`src/rtl/hazard_scoreboard.sv`:
```
// Hazard/forwarding scoreboard: tracks in-flight register writes with a T_new
// countdown and derives stall, D/E forward selects and a saturating stall counter.
module hazard_scoreboard #(
  parameter int NUM_STAGES = 3,
  parameter int NUM_READ   = 2,
  parameter int ADDR_W     = 5,
  parameter int T_W        = 2,
  parameter int SEL_W      = 2,
  parameter int CNT_W      = 32
) (
  input  logic                         clk,
  input  logic                         rst,
  input  logic                         d_valid,
  input  logic [NUM_READ*ADDR_W-1:0]   d_raddr,
  input  logic [NUM_READ*T_W-1:0]      d_tuse,
  input  logic [ADDR_W-1:0]            d_waddr,
  input  logic [T_W-1:0]               d_tnew,
  input  logic                         d_md_use,
  input  logic                         md_busy,
  input  logic                         flush,
  output logic                         stall,
  output logic [NUM_READ*SEL_W-1:0]    d_fwd_sel,
  output logic [NUM_READ*SEL_W-1:0]    e_fwd_sel,
  output logic [CNT_W-1:0]             stall_cnt
);

  logic [NUM_STAGES-1:0]      slot_valid;
  logic [ADDR_W-1:0]          slot_waddr [NUM_STAGES];
  logic [T_W-1:0]             slot_tnew  [NUM_STAGES];
  logic                       slot_md;
  logic [NUM_READ*ADDR_W-1:0] e_raddr;

  logic [NUM_READ-1:0]        d_hit;
  logic [T_W-1:0]             d_win_tnew [NUM_READ];
  logic [SEL_W-1:0]           d_win_sel  [NUM_READ];
  logic [NUM_READ-1:0]        e_hit;
  logic [T_W-1:0]             e_win_tnew [NUM_READ];
  logic [SEL_W-1:0]           e_win_sel  [NUM_READ];
  logic                       data_stall;
  logic                       md_stall;

  function automatic logic [T_W-1:0] tnew_dec(input logic [T_W-1:0] t);
    return (t == '0) ? '0 : t - T_W'(1);
  endfunction

  // Scan oldest to youngest so the youngest matching slot overwrites the winner.
  always_comb begin
    for (int i = 0; i < NUM_READ; i++) begin
      d_hit[i]      = 1'b0;
      d_win_tnew[i] = '0;
      d_win_sel[i]  = '0;
      for (int k = NUM_STAGES - 1; k >= 0; k--) begin
        if (d_raddr[i*ADDR_W +: ADDR_W] != '0 && slot_valid[k] &&
            slot_waddr[k] == d_raddr[i*ADDR_W +: ADDR_W]) begin
          d_hit[i]      = 1'b1;
          d_win_tnew[i] = slot_tnew[k];
          d_win_sel[i]  = SEL_W'(k + 1);
        end
      end
    end
  end

  // The E instruction only forwards from older slots; slot 0 is itself.
  always_comb begin
    for (int i = 0; i < NUM_READ; i++) begin
      e_hit[i]      = 1'b0;
      e_win_tnew[i] = '0;
      e_win_sel[i]  = '0;
      for (int k = NUM_STAGES - 1; k >= 1; k--) begin
        if (e_raddr[i*ADDR_W +: ADDR_W] != '0 && slot_valid[k] &&
            slot_waddr[k] == e_raddr[i*ADDR_W +: ADDR_W]) begin
          e_hit[i]      = 1'b1;
          e_win_tnew[i] = slot_tnew[k];
          e_win_sel[i]  = SEL_W'(k + 1);
        end
      end
    end
  end

  always_comb begin
    data_stall = 1'b0;
    d_fwd_sel  = '0;
    e_fwd_sel  = '0;
    for (int i = 0; i < NUM_READ; i++) begin
      if (d_hit[i] && d_win_tnew[i] > d_tuse[i*T_W +: T_W]) begin
        data_stall = 1'b1;
      end
      if (d_hit[i] && d_win_tnew[i] == '0) begin
        d_fwd_sel[i*SEL_W +: SEL_W] = d_win_sel[i];
      end
      if (slot_valid[0] && e_hit[i] && e_win_tnew[i] == '0) begin
        e_fwd_sel[i*SEL_W +: SEL_W] = e_win_sel[i];
      end
    end
    md_stall = d_md_use & (md_busy | (slot_valid[0] & slot_md));
    stall    = d_valid & (data_stall | md_stall);
  end

  // Slots shift one stage per cycle while counting T_new down toward zero.
  always_ff @(posedge clk) begin
    if (rst) begin
      slot_valid <= '0;
      for (int k = 0; k < NUM_STAGES; k++) begin
        slot_waddr[k] <= '0;
        slot_tnew[k]  <= '0;
      end
      slot_md   <= 1'b0;
      e_raddr   <= '0;
      stall_cnt <= '0;
    end else begin
      for (int k = NUM_STAGES - 1; k >= 1; k--) begin
        slot_valid[k] <= slot_valid[k-1];
        slot_waddr[k] <= slot_waddr[k-1];
        slot_tnew[k]  <= tnew_dec(slot_tnew[k-1]);
      end
      slot_valid[0] <= d_valid & ~stall & ~flush;
      slot_waddr[0] <= d_waddr;
      slot_tnew[0]  <= d_tnew;
      slot_md       <= d_md_use;
      e_raddr       <= d_raddr;
      if (stall && stall_cnt != {CNT_W{1'b1}}) begin
        stall_cnt <= stall_cnt + CNT_W'(1);
      end
    end
  end

endmodule

```
`config.mk`:
```
export PLATFORM = sky130hd
export DESIGN_NAME = hazard_scoreboard
export DESIGN_NICKNAME = d
export VERILOG_FILES = /design/src/rtl/hazard_scoreboard.sv
export SDC_FILE = /design/constraint.sdc
export NUM_CORES = 1
export LEC_CHECK = 0
export ABC_CLOCK_PERIOD_IN_PS = 3500
export CORE_MARGIN = 1
export CORE_UTILIZATION = 48
export CTS_CLUSTER_DIAMETER = 50
export DETAILED_ROUTE_END_ITERATION = 7
export PLACE_DENSITY = 0.77
export SLEW_MARGIN = 0
export SYNTH_ARGS = -nofsm -noshare
export SYNTH_HDL_FRONTEND = slang
export SYNTH_SLANG_ARGS = --single-unit
export TNS_END_PERCENT = 100
```
`constraint.sdc`:
```
create_clock -name clk -period 3.5 [get_ports clk]
set_input_delay 0.35 -clock clk [delete_from_list [all_inputs] [get_ports clk]]
set_output_delay 0.35 -clock clk [all_outputs]
set_load 0.01 [all_outputs]
```
==> impl_metrics.csv <==
group,metric,value,unit
clock_tree,clkLatencyLatePin,350,ps
pwr,p_seq_share,45.0,%
grt,grt_pass1_wl,16800,µm
grt,grt_antenna_before_repair,0,
run_status,failed_checks,"setup timing",
yosys,synth-seq-cells,67,
yosys,synth.distinct_cells,42,
yosys,syn-instance-count,422,
yosys,synth_ff_type,"dfxtp_1",
floorplan,core_area,7730,µm²
floorplan,die_h,91.2,µm
pwr,p_switching,446,µW
critical_path,cp_max_fo,5,
pwr,power.leakage,2.03,nW
pwr,power.internal,1.35,mW
floorplan,io_pins,68,
critical_path,crit_path_end_kind,"register",
place,place_congestion,0.931,
clock_tree,cts_buffer_depth,2,
min_path,hold_depth,3,
timing,worst_slack,-61.7,ps
timing,relSlewSlack,44.5,%
pwr,p_comb_share,11.1,%
detailed_routing,wl,11100,µm
detailed_routing,route.detailed.drc,0,
layout,num_antenna_cells,0,
pwr,irDropWorstVdd,0.000152,V
detailed_routing,viasPerCell,5.81,
grt,grt_max_degree,39,
timing,rsz0062_at_grt,"yes",
layout,fillers,546,
yosys,synth_edf_count,0,
timing,period_minus_slack,3560,ps
place,dp_hpwl,7360,µm
yosys,synthArstFlopShare,0,%
critical_path,required,3750,ps
floorplan,start_util,49.4,%
grt,grt_use_total,25.7,%
timing,slew_violations,0,
yosys,ys.warnings.count,0,
detailed_routing,final_antenna_net_count,0,
layout,drive_gt1_share,27.1,%
pwr,pwr-share-clk,43.9,%
yosys,yosys.area.top_type_share,35.1,%
min_path,hp-class,"in2reg",
timing,min_period_over_period,102,%
clock_tree,cts_made_buffers,9,
layout,area_growth,43.4,%
timing,skew,11.1,ps
layout,nets,564,
layout,final-seq-area,1350,µm²
timing,setup_viol,2,
timing,tightest_slew,833,ps
clock_tree,cts_root_buf,"clkbuf_8",
layout,fin_area,5480,µm²
critical_path,crit_type,"in2reg",
floorplan,dieArea,8320,µm²
clock_tree,h-tree-depth,3,
timing,fmax,281,MHz
yosys,netlist_top_cells_count,"dfxtp_1 (67), nor2b_1 (47), xnor2_1 (34)",
yosys,synth-seq-area-share,35.1,%
yosys,syn_area_per_cell,9.05,µm²
detailed_routing,wl_per_cell,17.4,µm
floorplan,dieWidth,91.2,µm
clock_tree,tritoncts,"done",
critical_path,rr_worst_depth,16,
detailed_routing,drtIter0Drc,251,
layout,multi_input_area,2610,µm²
clock_tree,path_clk_slew,80,ps
timing,tns,-65.5,ps
pwr,switching_share,24.8,%
place,portBuffers,67,
run_status,status,"complete, but fails checks",
floorplan,fp-row-count,32,
clock_tree,cts_sinks,67,
critical_path,cp.arrival,3810,ps
yosys,syn_area,3820,µm²
grt,grt.overflow.total,0,
critical_path,start_kind,"primary input",
yosys,yosys.area.top_type,"dfxtp_1",
detailed_routing,drtPass1Iterations,5,
place,dpl_cell_area,4840,µm²
yosys,synth.most_common_cell,"dfxtp_1",
timing,holdWs,417,ps
yosys,synthTopCellsByArea,"dfxtp_1 (35%), xnor2_1 (7.8%), nor2b_1 (7.7%)",
detailed_routing,vias,3700,
grt,first_global_vias,3444,
run,drv_cap,0,
yosys,syn-num-nets,456,
pwr,p_per_area,329,nW/µm²
timing,hold_viol,0,
[cell usage in the layout, fill, tap and decap left out, drive strengths merged, types with 14 or more instances in the layout]
master and count:
inv 15, o31ai 14, nor4 22, nand2 19, clkdlybuf4s50 53, nor2b 47
or4 18, xnor2 34, nand4 17, a21oi 26, nor2 28, buf 56
xor2 16, dfxtp 67
[critical path: stages]
cell and delay, ps:
dlygate4sd2_1 240, or4_4 540, nor2_4 160, nor4_4 80, buf_4 170, a221oi_2 280
a21oi_1 90, ha_1 360, a21oi_2 70, a21oi_2 110, o31a_1 250, o31ai_4 100
buf_6 150, or4_4 530, mux2_4 310
[what timing repair did]
item,4_1_cts,5_1_grt
hold buffers,0,0
resized for setup,37,42
gates cloned,0,0
pin swaps,21,17
buffers inserted,5,6
endpoints found under the setup margin,34,35
[through the flow]
step,power [mW],worst slack [ps],util (%),instances
floorplan,0.919,185,-,422
global placement,1.00,-466,62.6,612
detailed placement,1.01,-573,62.6,612
CTS,1.79,-78.6,67.8,633
global route,1.86,-128,70.9,637
finish,1.80,-61.7,70.9,637
[area by class of cell]
type	instances	share of cell area [%]
Clock inverter	7	2.12
Inverter	15	1.03
Clock buffer	9	2.26
Multi-Input combinational cell	316	47.7
Timing Repair Buffer	121	20.0
Sequential cell	67	24.6
Tap cell	102	2.33
[logic make-up after synthesis]
family	count (synthesis)	synth area share, %
flops	67	35.1
simple gates	191	31.9
compound gates	54	9.14
xor+xnor	50	11.5
fa+ha+maj	7	2.29
mux	14	5.27
buf+inv	39	4.78
[path summary, 6_finish.rpt]
check	from	endpoint	slack [ps]
worst max-delay path	d_raddr[7]	stall_cnt[12]	-60
worst min-delay path	d_raddr[2]	e_raddr[2]	420
worst max register to register	slot_waddr[0][8]	stall_cnt[12]	20
worst min register to register	slot_tnew[0][0]	slot_tnew[0][2]	430
[routing by layer]
metal	global-route usage (%)	up-vias	part of all wire, %	wire length (µm)
met2	40.4	149	48	5340
li1	-	1720	-	-
met5	0	-	0	0
met4	14.0	0	3.4	381
met1	32.9	1794	43	4760
met3	5.19	37	5.6	623
[sequential cells by signal (all words and copies together) (netlist names)]
register and flops:
e_raddr 10, slot_tnew 6, stall_cnt 32, slot_md 1
slot_valid 3, slot_waddr 15
[power by group through the flow]
stage          registers (mW)  logic, mW  clock network (mW)
2_1_floorplan           0.813      0.106                   0
3_3_place_gp            0.823      0.178                   0
3_5_place_dp            0.823      0.183                   0
4_1_cts                 0.806      0.187               0.793
5_1_grt                 0.811      0.214               0.834
6_report                0.810      0.200               0.790
Note: power is estimated with default switching activity, not from simulation.
